## src/rtl/adc_scan_sequencer.sv

```systemverilog
`timescale 1ns/1ps
// Scans five analog channels through an external mux, averages 2^OSR_LOG2
// conversions per channel and publishes all five averages as one coherent snapshot.
module adc_scan_sequencer #(
    parameter int ADC_W        = 12,
    parameter int OSR_LOG2     = 2,
    parameter int SETTLE_CYC   = 4,
    parameter int CONV_TIMEOUT = 255
) (
    input  logic             clk,
    input  logic             rst,
    input  logic             scan_en,
    input  logic             clear_fault,
    output logic [2:0]       adc_ch_sel,
    output logic             adc_start,
    input  logic             adc_done,
    input  logic [ADC_W-1:0] adc_data,
    output logic [ADC_W-1:0] cell_1_voltage_adc,
    output logic [ADC_W-1:0] cell_2_voltage_adc,
    output logic [ADC_W-1:0] cell_3_voltage_adc,
    output logic [ADC_W-1:0] pack_current_adc,
    output logic [ADC_W-1:0] temperature_adc,
    output logic             scan_valid,
    output logic             scan_busy,
    output logic             adc_timeout_fault
);

    localparam int ACC_W = ADC_W + OSR_LOG2;
    localparam int CNT_W = OSR_LOG2 + 1;
    localparam int TMAX  = (CONV_TIMEOUT > SETTLE_CYC) ? CONV_TIMEOUT : SETTLE_CYC;
    localparam int TMR_W = $clog2(TMAX + 1);

    localparam logic [CNT_W-1:0] SAMPLES      = CNT_W'(1 << OSR_LOG2);
    localparam logic [CNT_W-1:0] CNT_ONE      = CNT_W'(1);
    localparam logic [TMR_W-1:0] TMR_ONE      = TMR_W'(1);
    localparam logic [TMR_W-1:0] SETTLE_LAST  = TMR_W'(SETTLE_CYC - 1);
    localparam logic [TMR_W-1:0] TIMEOUT_LAST = TMR_W'(CONV_TIMEOUT - 1);
    localparam logic [2:0]       LAST_CH      = 3'd4;

    typedef enum logic [2:0] {
        IDLE,
        SETTLE,
        START,
        WAIT,
        PUBLISH,
        FAULT
    } state_t;

    state_t           state;
    logic [ACC_W-1:0] acc;
    logic [CNT_W-1:0] cnt;
    logic [TMR_W-1:0] timer;
    logic [ADC_W-1:0] shadow [0:3];

    logic [ACC_W-1:0] acc_sum;
    logic [CNT_W-1:0] cnt_next;
    logic [ADC_W-1:0] avg;

    assign acc_sum  = acc + ACC_W'(adc_data);
    assign cnt_next = cnt + CNT_ONE;
    assign avg      = ADC_W'(acc_sum >> OSR_LOG2);

    // The last channel's average bypasses the shadow so the whole snapshot
    // lands on the outputs on the same edge that raises scan_valid.
    always_ff @(posedge clk) begin
        if (rst) begin
            state              <= IDLE;
            adc_ch_sel         <= '0;
            adc_start          <= 1'b0;
            acc                <= '0;
            cnt                <= '0;
            timer              <= '0;
            shadow[0]          <= '0;
            shadow[1]          <= '0;
            shadow[2]          <= '0;
            shadow[3]          <= '0;
            cell_1_voltage_adc <= '0;
            cell_2_voltage_adc <= '0;
            cell_3_voltage_adc <= '0;
            pack_current_adc   <= '0;
            temperature_adc    <= '0;
            scan_valid         <= 1'b0;
            scan_busy          <= 1'b0;
            adc_timeout_fault  <= 1'b0;
        end else begin
            adc_start  <= 1'b0;
            scan_valid <= 1'b0;
            case (state)
                IDLE: begin
                    if (scan_en) begin
                        adc_ch_sel <= '0;
                        timer      <= '0;
                        scan_busy  <= 1'b1;
                        state      <= SETTLE;
                    end
                end

                SETTLE: begin
                    if (timer == SETTLE_LAST) begin
                        timer     <= '0;
                        adc_start <= 1'b1;
                        state     <= START;
                    end else begin
                        timer <= timer + TMR_ONE;
                    end
                end

                START: begin
                    timer <= '0;
                    state <= WAIT;
                end

                // A done pulse takes priority over the timeout on the same cycle.
                WAIT: begin
                    timer <= timer + TMR_ONE;
                    if (adc_done) begin
                        if (cnt_next == SAMPLES) begin
                            acc   <= '0;
                            cnt   <= '0;
                            timer <= '0;
                            if (adc_ch_sel == LAST_CH) begin
                                cell_1_voltage_adc <= shadow[0];
                                cell_2_voltage_adc <= shadow[1];
                                cell_3_voltage_adc <= shadow[2];
                                pack_current_adc   <= shadow[3];
                                temperature_adc    <= avg;
                                scan_valid         <= 1'b1;
                                state              <= PUBLISH;
                            end else begin
                                shadow[adc_ch_sel[1:0]] <= avg;
                                adc_ch_sel              <= adc_ch_sel + 3'd1;
                                state                   <= SETTLE;
                            end
                        end else begin
                            acc       <= acc_sum;
                            cnt       <= cnt_next;
                            adc_start <= 1'b1;
                            state     <= START;
                        end
                    end else if (timer == TIMEOUT_LAST) begin
                        adc_timeout_fault <= 1'b1;
                        scan_busy         <= 1'b0;
                        state             <= FAULT;
                    end
                end

                PUBLISH: begin
                    if (scan_en) begin
                        adc_ch_sel <= '0;
                        timer      <= '0;
                        state      <= SETTLE;
                    end else begin
                        scan_busy <= 1'b0;
                        state     <= IDLE;
                    end
                end

                FAULT: begin
                    if (clear_fault) begin
                        adc_timeout_fault <= 1'b0;
                        acc               <= '0;
                        cnt               <= '0;
                        timer             <= '0;
                        adc_ch_sel        <= '0;
                        state             <= IDLE;
                    end
                end

                default: begin
                    scan_busy <= 1'b0;
                    state     <= IDLE;
                end
            endcase
        end
    end

endmodule

```

## config.mk

```make
export PLATFORM = sky130hd
export DESIGN_NAME = adc_scan_sequencer
export DESIGN_NICKNAME = d
export VERILOG_FILES = /design/src/rtl/adc_scan_sequencer.sv
export SDC_FILE = /design/constraint.sdc
export NUM_CORES = 1
export LEC_CHECK = 0
export ABC_AREA = 1
export BUFFER_PORTS_ARGS = -buffer_cell sky130_fd_sc_hd__clkbuf_2
export CORE_ASPECT_RATIO = 0.9
export CORE_MARGIN = 8
export CORE_UTILIZATION = 57
export CTS_CLUSTER_DIAMETER = 200
export DETAILED_ROUTE_END_ITERATION = 6
export GPL_ROUTABILITY_DRIVEN = 0
export PLACE_DENSITY = 0.79
export REMOVE_ABC_BUFFERS = 1
export SYNTH_ARGS = -nofsm -noshare
export SYNTH_HDL_FRONTEND = slang
export SYNTH_SLANG_ARGS = --single-unit
```

## constraint.sdc

```tcl
create_clock -name clk -period 2.9 [get_ports clk]
set_input_delay 0.29 -clock clk [delete_from_list [all_inputs] [get_ports clk]]
set_output_delay 0.29 -clock clk [all_outputs]
set_load 0.01 [all_outputs]
```

==> run_results.csv, run 1 <==
group,metric,value,unit
floorplan,design.die.area,14700,sq um
timing,fmax,404,MHz
detailed_routing,first_iter_violations,638,
floorplan,start_util,58.3,%
critical_path,r2r-start,"cnt[0]",
timing,finalClockSkew,0.0103,ns
critical_path,crit_type,"flop to flop",
critical_path,crit_fanout,15,
layout,final_common_cell,"nor2_1",
placed_design,io_buffers,83,
power_and_ir_drop,power_density,673,nW/um^2
clock_network,clock_latency,0.42,ns
floorplan,rows,36,
yosys,synth_area,6300,sq um
critical_path,r2r-end,"shadow[0][8]",
critical_path,worst-path-buf-inv,1,
detailed_routing,wl_per_cell,15.5,um
yosys,syn_area_per_cell,8.03,sq um
layout,diodes,0,
clock_network,clockBufferDepth,2,
layout,nets,902,
timing,slew_headroom,39.1,%
timing,setup_tns,0,ns
layout,n_fill_cell,893,
yosys,netlist_instances,785,
yosys,async_flop_share,0,%
critical_path,r2r_cells,10,
clock_network,clk_pin_slew,0.06,ns
grt,gr-total-overflow,0,
clock_network,cts_sinks,143,
flow_run,drv_cap,0,
yosys,synth_enable_flop_cells,48,
clock_network,post_cts_buffers,0,
timing,rsz0062_at_grt,"no",
floorplan,core,10800,sq um
floorplan,die_h,116,um
clock_network,cts_htree_levels,4,
yosys,synth_top_area_share,30.2,%
timing,setup_violations,0,
detailed_routing,first_pass_iters,5,
yosys,synth_cell_types,39,
power_and_ir_drop,ir_drop,403,uV
layout,area_delta_synth_final,17.5,%
layout,final_cell_mix,"nor2_1 (198), nand2_1 (144), dfxtp_1 (95), clkbuf_2 (83), inv_1 (73)",
clock_network,cts_hold_buf,0,
critical_path,cp.required,2.96,ns
timing,fin_crit_sh,85.3,%
detailed_routing,wl,15700,um
clock_network,cts_root_buf,"clkbuf_16",
hold_path,hp-class,"input pin to flop",
timing,slew_viol_final,0,
placed_design,dp_hpwl,11100,um
yosys,synth-main-ff-cell,"dfxtp_1",
floorplan,die_w,127,um
critical_path,cp_num_cells,10,
detailed_routing,vias,5515,
floorplan,ioPinCount,84,
timing,fin_crit,2.47,ns
critical_path,crit_family,"simple AND/OR/NAND/NOR gates",
clock_network,cts-buffers-inserted,17,
critical_path,regToRegSetupSlack,0.43,ns
critical_path,cp-end-kind,"flop",
critical_path,cp.arrival,2.54,ns
yosys,ys_ff_latch,143,
critical_path,critical-path-max-stage-delay,0.41,ns
status,outcome,"finished clean",
placed_design,post-place-ws,0.489,ns
critical_path,endpoint,"shadow[0][8]",
grt,track_usage,22.0,%
grt,antenna_found_initial,0,
detailed_routing,drc,0,
timing,final_hold_viol_count,0,
critical_path,slowest_stage,"nand2_1",
critical_path,cp-start-kind,"flop",
power_and_ir_drop,leakage,0.00333,uW
yosys,synth_seq_area_share,53.0,%
yosys,synth_top_area_cell,"dfxtp_1",
critical_path,path_cells,"ha_1, xor2_1, nand2_1, nor2_2, nand2_4, clkinv_4, nand2_4, nor2_4, nand2_2, nand2_1",
timing,worstMarginPinSlew,0.907,ns
grt,grt_pass1_wl,25400,um
detailed_routing,ant_nets,0,
grt,grt_max_degree,45,
layout,drive_above_1_share,15.4,%
yosys,yosysWarnings,0,
timing,layout_setup_ws,0.426,ns
yosys,synth_area_leaders,"dfxtp_1 (30%), edfxtp_1 (23%), nor2_1 (12%), nand2_1 (8.6%), o21ai_0 (4.5%)",
detailed_routing,viasPerCell,5.45,
clock_network,cts_tree,"done",
clock_network,post_cts_resized,0,
critical_path,startpoint,"cnt[0]",
grt,grt_pass1_vias,5295,
## worst reg2reg max path: stages (launching register included)
cell and delay (ns):
dfxtp_1 0.38, ha_1 0.20, xor2_1 0.22, nand2_1 0.17, nor2_2 0.18, nand2_4 0.09
clkinv_4 0.07, nand2_4 0.11, nor2_4 0.14, nand2_2 0.17, nand2_1 0.41
## kinds of logic after synthesis
logic type                 synth area share [%]
AOI/OAI and AO/OA                          8.41
xor gates and xnor gates                   1.25
adders and majority gates                  3.89
buffers and inverters                      7.12
DFF                                        53.0
and+or+nand+nor                            26.3
## routing by layer
metal  vias up  wire length [um]  GRT usage [%]
met4         0               433           11.7
li1       2678                 -              -
met2       238              7500           36.5
met1      2557              6450           25.6
met5         -                 0              0
met3        42              1290           6.21
## report_power, final
part / switching [uW] / internal, uW / leakage, uW / total (uW)
clock: 822 / 1380 / 0.000278 / 2200
sequential: 55.5 / 2130 / 0.00124 / 2190
combinational: 415 / 178 / 0.00181 / 593
## synthesized netlist by cell type (all sizes together) (6+ instances only)
cell type / n
nand4: 10
nor2: 201
xor2: 7
dfxtp: 95
nand2: 150
nand3: 27
edfxtp: 48
nand3b: 6
o21ai: 60
clkbuf: 15
ha: 18
a21oi: 33
buf: 14
nor3: 7
inv: 77
## flip-flops by register name (all words and copies together), names as in the netlist
register,flops
scan_valid,1
state,3
adc_ch_sel,3
scan_busy,1
cell_2_voltage_adc,12
adc_start,1
adc_timeout_fault,1
timer,8
cell_1_voltage_adc,12
acc,14
shadow,48
cell_3_voltage_adc,12
temperature_adc,12
pack_current_adc,12
cnt,3
## how the worst min path moves through the flow
stage                      start           endpoint  slack (ns)  cells after the start
6_report             clear_fault  adc_timeout_fault        0.26                      4
5_1_grt              clear_fault  adc_timeout_fault        0.30                      4
4_1_cts              clear_fault  adc_timeout_fault        0.27                      4
3_5_place_dp             acc[11]            acc[11]        0.46                      2
3_3_place_gp   adc_timeout_fault  adc_timeout_fault        0.46                      2
2_1_floorplan                rst             acc[0]        0.36                      1
## area by class of cell
type	count	area (sq um)	area share (%)
Sequential cell	143	3340	45.1
Multi-Input combinational cell	534	2510	33.9
Timing Repair Buffer	91	488	6.59
Clock buffer	23	458	6.18
Inverter	79	305	4.12
Tap cell	133	166	2.25
Clock inverter	9	135	1.82
## metrics by stage
step	hold slack (ns)	util, %	cells	instance area, sq um	total power (uW)
after detailed placement	0.463	63.0	980	6820	2810
after global routing	0.303	68.5	1012	7410	5160
after global placement	0.456	63.0	980	6820	2780
final	0.265	68.5	1012	7410	4980
after floorplan	0.359	-	756	6160	2640
after CTS	0.265	68.5	1012	7410	4980
Power figures use the tool's default switching activity.
==> inputs of run 2 (changes only) <==
==> constraint.sdc (replaced) <==
create_clock -name clk -period 2.9 [get_ports clk]
set_input_delay 0 -clock clk [delete_from_list [all_inputs] [get_ports clk]]
set_output_delay 0 -clock clk [all_outputs]
set_load 0.01 [all_outputs]
==> run_results.csv, run 2 (synthesis gave the netlist of run 1 again) <==
group,metric,value,unit
floorplan,ioPinCount,84,
clock_network,clock_latency,0.41,ns
detailed_routing,met2WireLength,6800,um
clock_network,cts_htree_levels,4,
hold_path,hp-class,"input pin to flop",
layout,largest-register,"shadow",
grt,grt_max_degree,52,
critical_path,crit_fanout,15,
layout,diodes,0,
detailed_routing,ant_nets,0,
critical_path,critical-path-max-stage-delay,0.42,ns
clock_network,post_cts_buffers,0,
layout,drive_above_1_share,15.2,%
detailed_routing,highest_layer,"met4",
layout,largest_register_ffs,48,
detailed_routing,first_iter_violations,500,
timing,setup_violations,0,
floorplan,start_util,58.3,%
detailed_routing,vias,5365,
grt,grt_pass1_wl,24200,um
detailed_routing,wl,14600,um
clock_network,cts_tree,"done",
clock_network,cts_root_buf,"clkbuf_16",
critical_path,crit_type,"flop to flop",
detailed_routing,wl_per_cell,14.4,um
power_and_ir_drop,leakage,0.00333,uW
grt,gr-total-overflow,0,
detailed_routing,viasPerCell,5.29,
power_and_ir_drop,total_power,4820,uW
floorplan,core,10800,sq um
grt,antenna_found_initial,0,
layout,n_fill_cell,868,
timing,worstMarginPinSlew,0.698,ns
clock_network,post_cts_resized,0,
layout,final_cell_mix,"nor2_1 (198), nand2_1 (144), dfxtp_1 (95), clkbuf_2 (83), inv_1 (73)",
detailed_routing,first_pass_iters,7,
layout,top_regs,"shadow x48, acc x14",
clock_network,cts_sinks,143,
timing,rsz0062_at_grt,"no",
floorplan,die_h,116,um
floorplan,die_w,127,um
timing,fin_crit_sh,85.1,%
placed_design,dp_hpwl,10600,um
timing,fmax,405,MHz
critical_path,slowest_stage,"nand2_1",
layout,nets,904,
clock_network,clockBufferDepth,2,
timing,finalClockSkew,0.0125,ns
timing,fin_crit,2.47,ns
detailed_routing,wl_met1,6330,um
detailed_routing,drc,0,
critical_path,cp.required,2.95,ns
layout,final_common_cell,"nor2_1",
critical_path,path_cells,"ha_1, xor2_1, nand2_1, nor2_2, nand2_4, clkinv_4, nand2_4, nor2_4, nand2_2, nand2_1",
critical_path,cp.arrival,2.52,ns
critical_path,cp-start-kind,"flop",
clock_network,clk_pin_slew,0.05,ns
placed_design,io_buffers,83,
timing,final_hold_viol_count,0,
layout,area_delta_synth_final,17.3,%
floorplan,rows,36,
clock_network,cts-buffers-inserted,17,
flow_run,drv_cap,0,
timing,slew_headroom,53.1,%
status,outcome,"finished clean",
layout,seq_area,3340,sq um
power_and_ir_drop,power_density,652,nW/um^2
layout,multi_input_area,2510,sq um
critical_path,cp-end-kind,"flop",
timing,setup_tns,0,ns
floorplan,design.die.area,14700,sq um
grt,grt_pass1_vias,5122,
power_and_ir_drop,ir_drop,449,uV
detailed_routing,met3_length,1120,um
timing,slew_viol_final,0,
grt,track_usage,20.7,%
[run 2: cell types whose count changed in the layout (fill, tap and decap cells not counted)]
cell,delta
clkinv_4,+3
clkinv_2,+2
clkinv_1,+2
clkbuf_1,-1
dlygate4sd3_1,+2
clkinvlp_4,-3
inv_6,-1
bufinv_16,-1
clkbuf_8,-1
[run 2: what timing repair did]
item,CTS,global route
hold buffers,2,0
hold endpoints to repair,2,0
endpoints found under the setup margin,0,0
[run 2: path summary, 6_finish.rpt]
| path | endpoint | cells after the start | start | slack [ns] |
|---|---|---|---|---|
| min reg2reg | acc[11] | 2 | acc[11] | 0.47 |
| max | shadow[0][10] | 10 | cnt[0] | 0.43 |
| max reg2reg | shadow[0][10] | 10 | cnt[0] | 0.43 |
| min | cnt[1] | 5 | adc_done | 0.02 |
[run 2: routing by layer]
metal,global-route usage (%),vias to the layer above
li1,-,2688
met1,25.1,2452
met2,34.5,201
met3,6.16,24
met4,7.76,0
met5,0,-
[run 2: cell type report]
class / instances / area share, %
inverter: 79 / 4.13
timing repair buffer: 93 / 6.87
tap: 133 / 2.25
clock inverter: 11 / 1.59
multi-input combinational: 534 / 34.0
clock buffer: 21 / 5.96
sequential: 143 / 45.2
[run 2: metrics by stage]
stage	hold slack, ns	setup WS [ns]	util (%)	instance area (sq um)	instances
after floorplan	0.0691	0.381	-	6160	756
after global placement	0.378	0.582	63.0	6820	980
after detailed placement	0.392	0.485	63.0	6820	980
after CTS	0.00223	0.468	68.4	7390	1014
after global routing	0.00840	0.212	68.4	7390	1014
final	0.0194	0.433	68.4	7390	1014
[run 2: worst max-delay path, delay by kind of cell, from the launching register on]
family | cells | cell delay, ns
buf+inv | 1 | 0.07
flops | 1 | 0.39
simple gates | 7 | 1.27
fa+ha+maj | 1 | 0.19
xor+xnor | 1 | 0.19
[run 2: where the power goes]
part / internal, uW / leakage (uW) / switching (uW)
Sequential: 2140 / 0.00124 / 53.8
Combinational: 179 / 0.00182 / 413
Clock: 1260 / 0.000274 / 782
==> inputs of run 3 (changes only) <==
--- a/config.mk
+++ b/config.mk
@@ -6,12 +6,12 @@
 export NUM_CORES = 1
 export LEC_CHECK = 0
 export ABC_AREA = 1
-export BUFFER_PORTS_ARGS = -buffer_cell sky130_fd_sc_hd__clkbuf_2
 export CORE_ASPECT_RATIO = 0.9
 export CORE_MARGIN = 8
-export CORE_UTILIZATION = 57
+export CORE_UTILIZATION = 63
 export CTS_CLUSTER_DIAMETER = 200
 export DETAILED_ROUTE_END_ITERATION = 6
+export DONT_BUFFER_PORTS = 1
 export GPL_ROUTABILITY_DRIVEN = 0
 export PLACE_DENSITY = 0.79
 export REMOVE_ABC_BUFFERS = 1
==> run_results.csv, run 3 (synthesis gave the netlist of run 1 again) <==
group,metric,value,unit
detailed_routing,drc,0,
layout,final_common_cell,"nor2_1",
power_and_ir_drop,total_power,5030,uW
clock_network,cts_sinks,143,
layout,n_fill_cell,684,
layout,diodes,0,
floorplan,core,9700,sq um
floorplan,die_w,121,um
critical_path,cp-end-kind,"flop",
layout,top_regs,"shadow x48, acc x14",
timing,finalClockSkew,0.0144,ns
placed_design,dp_cells,891,
detailed_routing,vias,5227,
timing,fin_crit,2.53,ns
placed_design,io_buffers,0,
critical_path,path_cells,"ha_1, xor2_1, nand2_1, nor2_2, nand2_4, clkinv_4, nand2_4, nor2_4, nand2_2, nand2_1",
grt,met2_usage,35.8,%
floorplan,ioPinCount,84,
timing,layout_setup_ws,0.374,ns
clock_network,clk_pin_slew,0.06,ns
placed_design,post-place-ws,0.458,ns
timing,worstMarginPinSlew,1.18,ns
timing,fin_crit_sh,87.1,%
critical_path,cp.arrival,2.69,ns
grt,gr-total-overflow,0,
detailed_routing,first_iter_violations,535,
layout,final_cell_mix,"nor2_1 (198), nand2_1 (144), dfxtp_1 (95), inv_1 (73), o21ai_0 (57)",
grt,grt_use_met3,7.18,%
grt,gr-max-usage-layer,"met2",
floorplan,start_util,65.0,%
floorplan,rows,34,
power_and_ir_drop,ir_drop,435,uV
grt,grt_pass1_vias,4940,
critical_path,crit_type,"flop to flop",
layout,drive_above_1_share,6.52,%
clock_network,clockBufferDepth,2,
critical_path,cp.required,3.07,ns
flow_run,drv_cap,0,
detailed_routing,first_pass_iters,5,
power_and_ir_drop,leakage,0.00303,uW
grt,grt_use_met1,27.3,%
clock_network,clock_latency,0.53,ns
detailed_routing,wl,15000,um
layout,seq_area,3340,sq um
floorplan,die_h,111,um
layout,largest_register_ffs,48,
timing,setup_tns,0,ns
grt,grt_max_degree,67,
timing,setup_violations,0,
grt,track_usage,22.5,%
clock_network,cts-buffers-inserted,17,
timing,slew_viol_final,0,
detailed_routing,ant_nets,0,
clock_network,cts_tree,"done",
layout,multi_input_area,2510,sq um
layout,nets,836,
detailed_routing,viasPerCell,5.57,
timing,slew_headroom,20.8,%
critical_path,cp-start-kind,"flop",
layout,layoutNonFillerInstCount,939,
clock_network,cts_htree_levels,4,
placed_design,dp_hpwl,10200,um
detailed_routing,wl_per_cell,15.9,um
timing,final_hold_viol_count,0,
layout,area_delta_synth_final,13.4,%
critical_path,slowest_stage,"nand2_1",
clock_network,cts_root_buf,"clkbuf_8",
critical_path,crit_fanout,15,
power_and_ir_drop,power_density,704,nW/um^2
critical_path,critical-path-max-stage-delay,0.44,ns
timing,fmax,396,MHz
grt,antenna_found_initial,0,
layout,largest-register,"shadow",
status,outcome,"finished clean",
timing,rsz0062_at_grt,"no",
floorplan,design.die.area,13500,sq um
hold_path,hp-class,"input pin to flop",
grt,grt_pass1_wl,24100,um
run 3: changes by cell type in the layout (fill, tap and decap cells not counted), sizes merged:
| cell | change |
|---|---|
| dlygate4sd3 | +14 |
| clkbuf | -86 |
| clkinvlp | +2 |
| bufinv | +2 |
| buf | +1 |
| inv | +3 |
| clkinv | -4 |
run 3: worst paths after layout:
check	start	end	slack, ns	cells after the start
worst max register to register	cnt[0]	shadow[1][4]	0.37	10
worst min-delay path	adc_data[8]	temperature_adc[6]	0.05	5
worst min register to register	acc[0]	acc[0]	0.47	2
worst max-delay path	cnt[0]	shadow[1][4]	0.37	10
run 3: cell type report:
class                      count  area share (%)
clock inverter                14            2.59
timing repair buffer          25            3.19
inverter                      79            4.27
tap                          126            2.21
sequential                   143            46.8
multi-input combinational    534            35.1
clock buffer                  18            5.85
run 3: where the power goes:
part	total [uW]	internal [uW]	switching, uW	leakage (uW)
Combinational	612	197	415	0.00150
Sequential	2200	2130	61.0	0.00124
Clock	2230	1400	830	0.000287
Total	5030	3730	1310	0.00303
run 3: what timing repair did:
item / 4_1_cts / 5_1_grt
resized for setup: 0 / 0
hold buffers: 16 / 0
setup buffers: 0 / 0
endpoints found under the hold margin: 46 / 0
run 3: critical path, delay by kind of cell (launching register included):
family | cells | cell delay [ns]
xor+xnor | 1 | 0.18
fa+ha+maj | 1 | 0.18
simple gates | 7 | 1.34
flops | 1 | 0.39
buf+inv | 1 | 0.07
run 3: metal layers:
layer / vias up / share of wire, %
met5: - / 0
met4: 0 / 2.6
met3: 38 / 9.4
met2: 258 / 47
met1: 2377 / 41
li1: 2554 / -
run 3: through the flow:
stage               area [sq um]  utilization [%]  hold slack [ns]
floorplan                   6160                -           0.0691
global placement            6390             65.8           0.0751
detailed placement          6390             65.8           0.0766
CTS                         7150             73.7           0.0171
global route                7150             73.7           0.0707
finish                      7150             73.7           0.0536
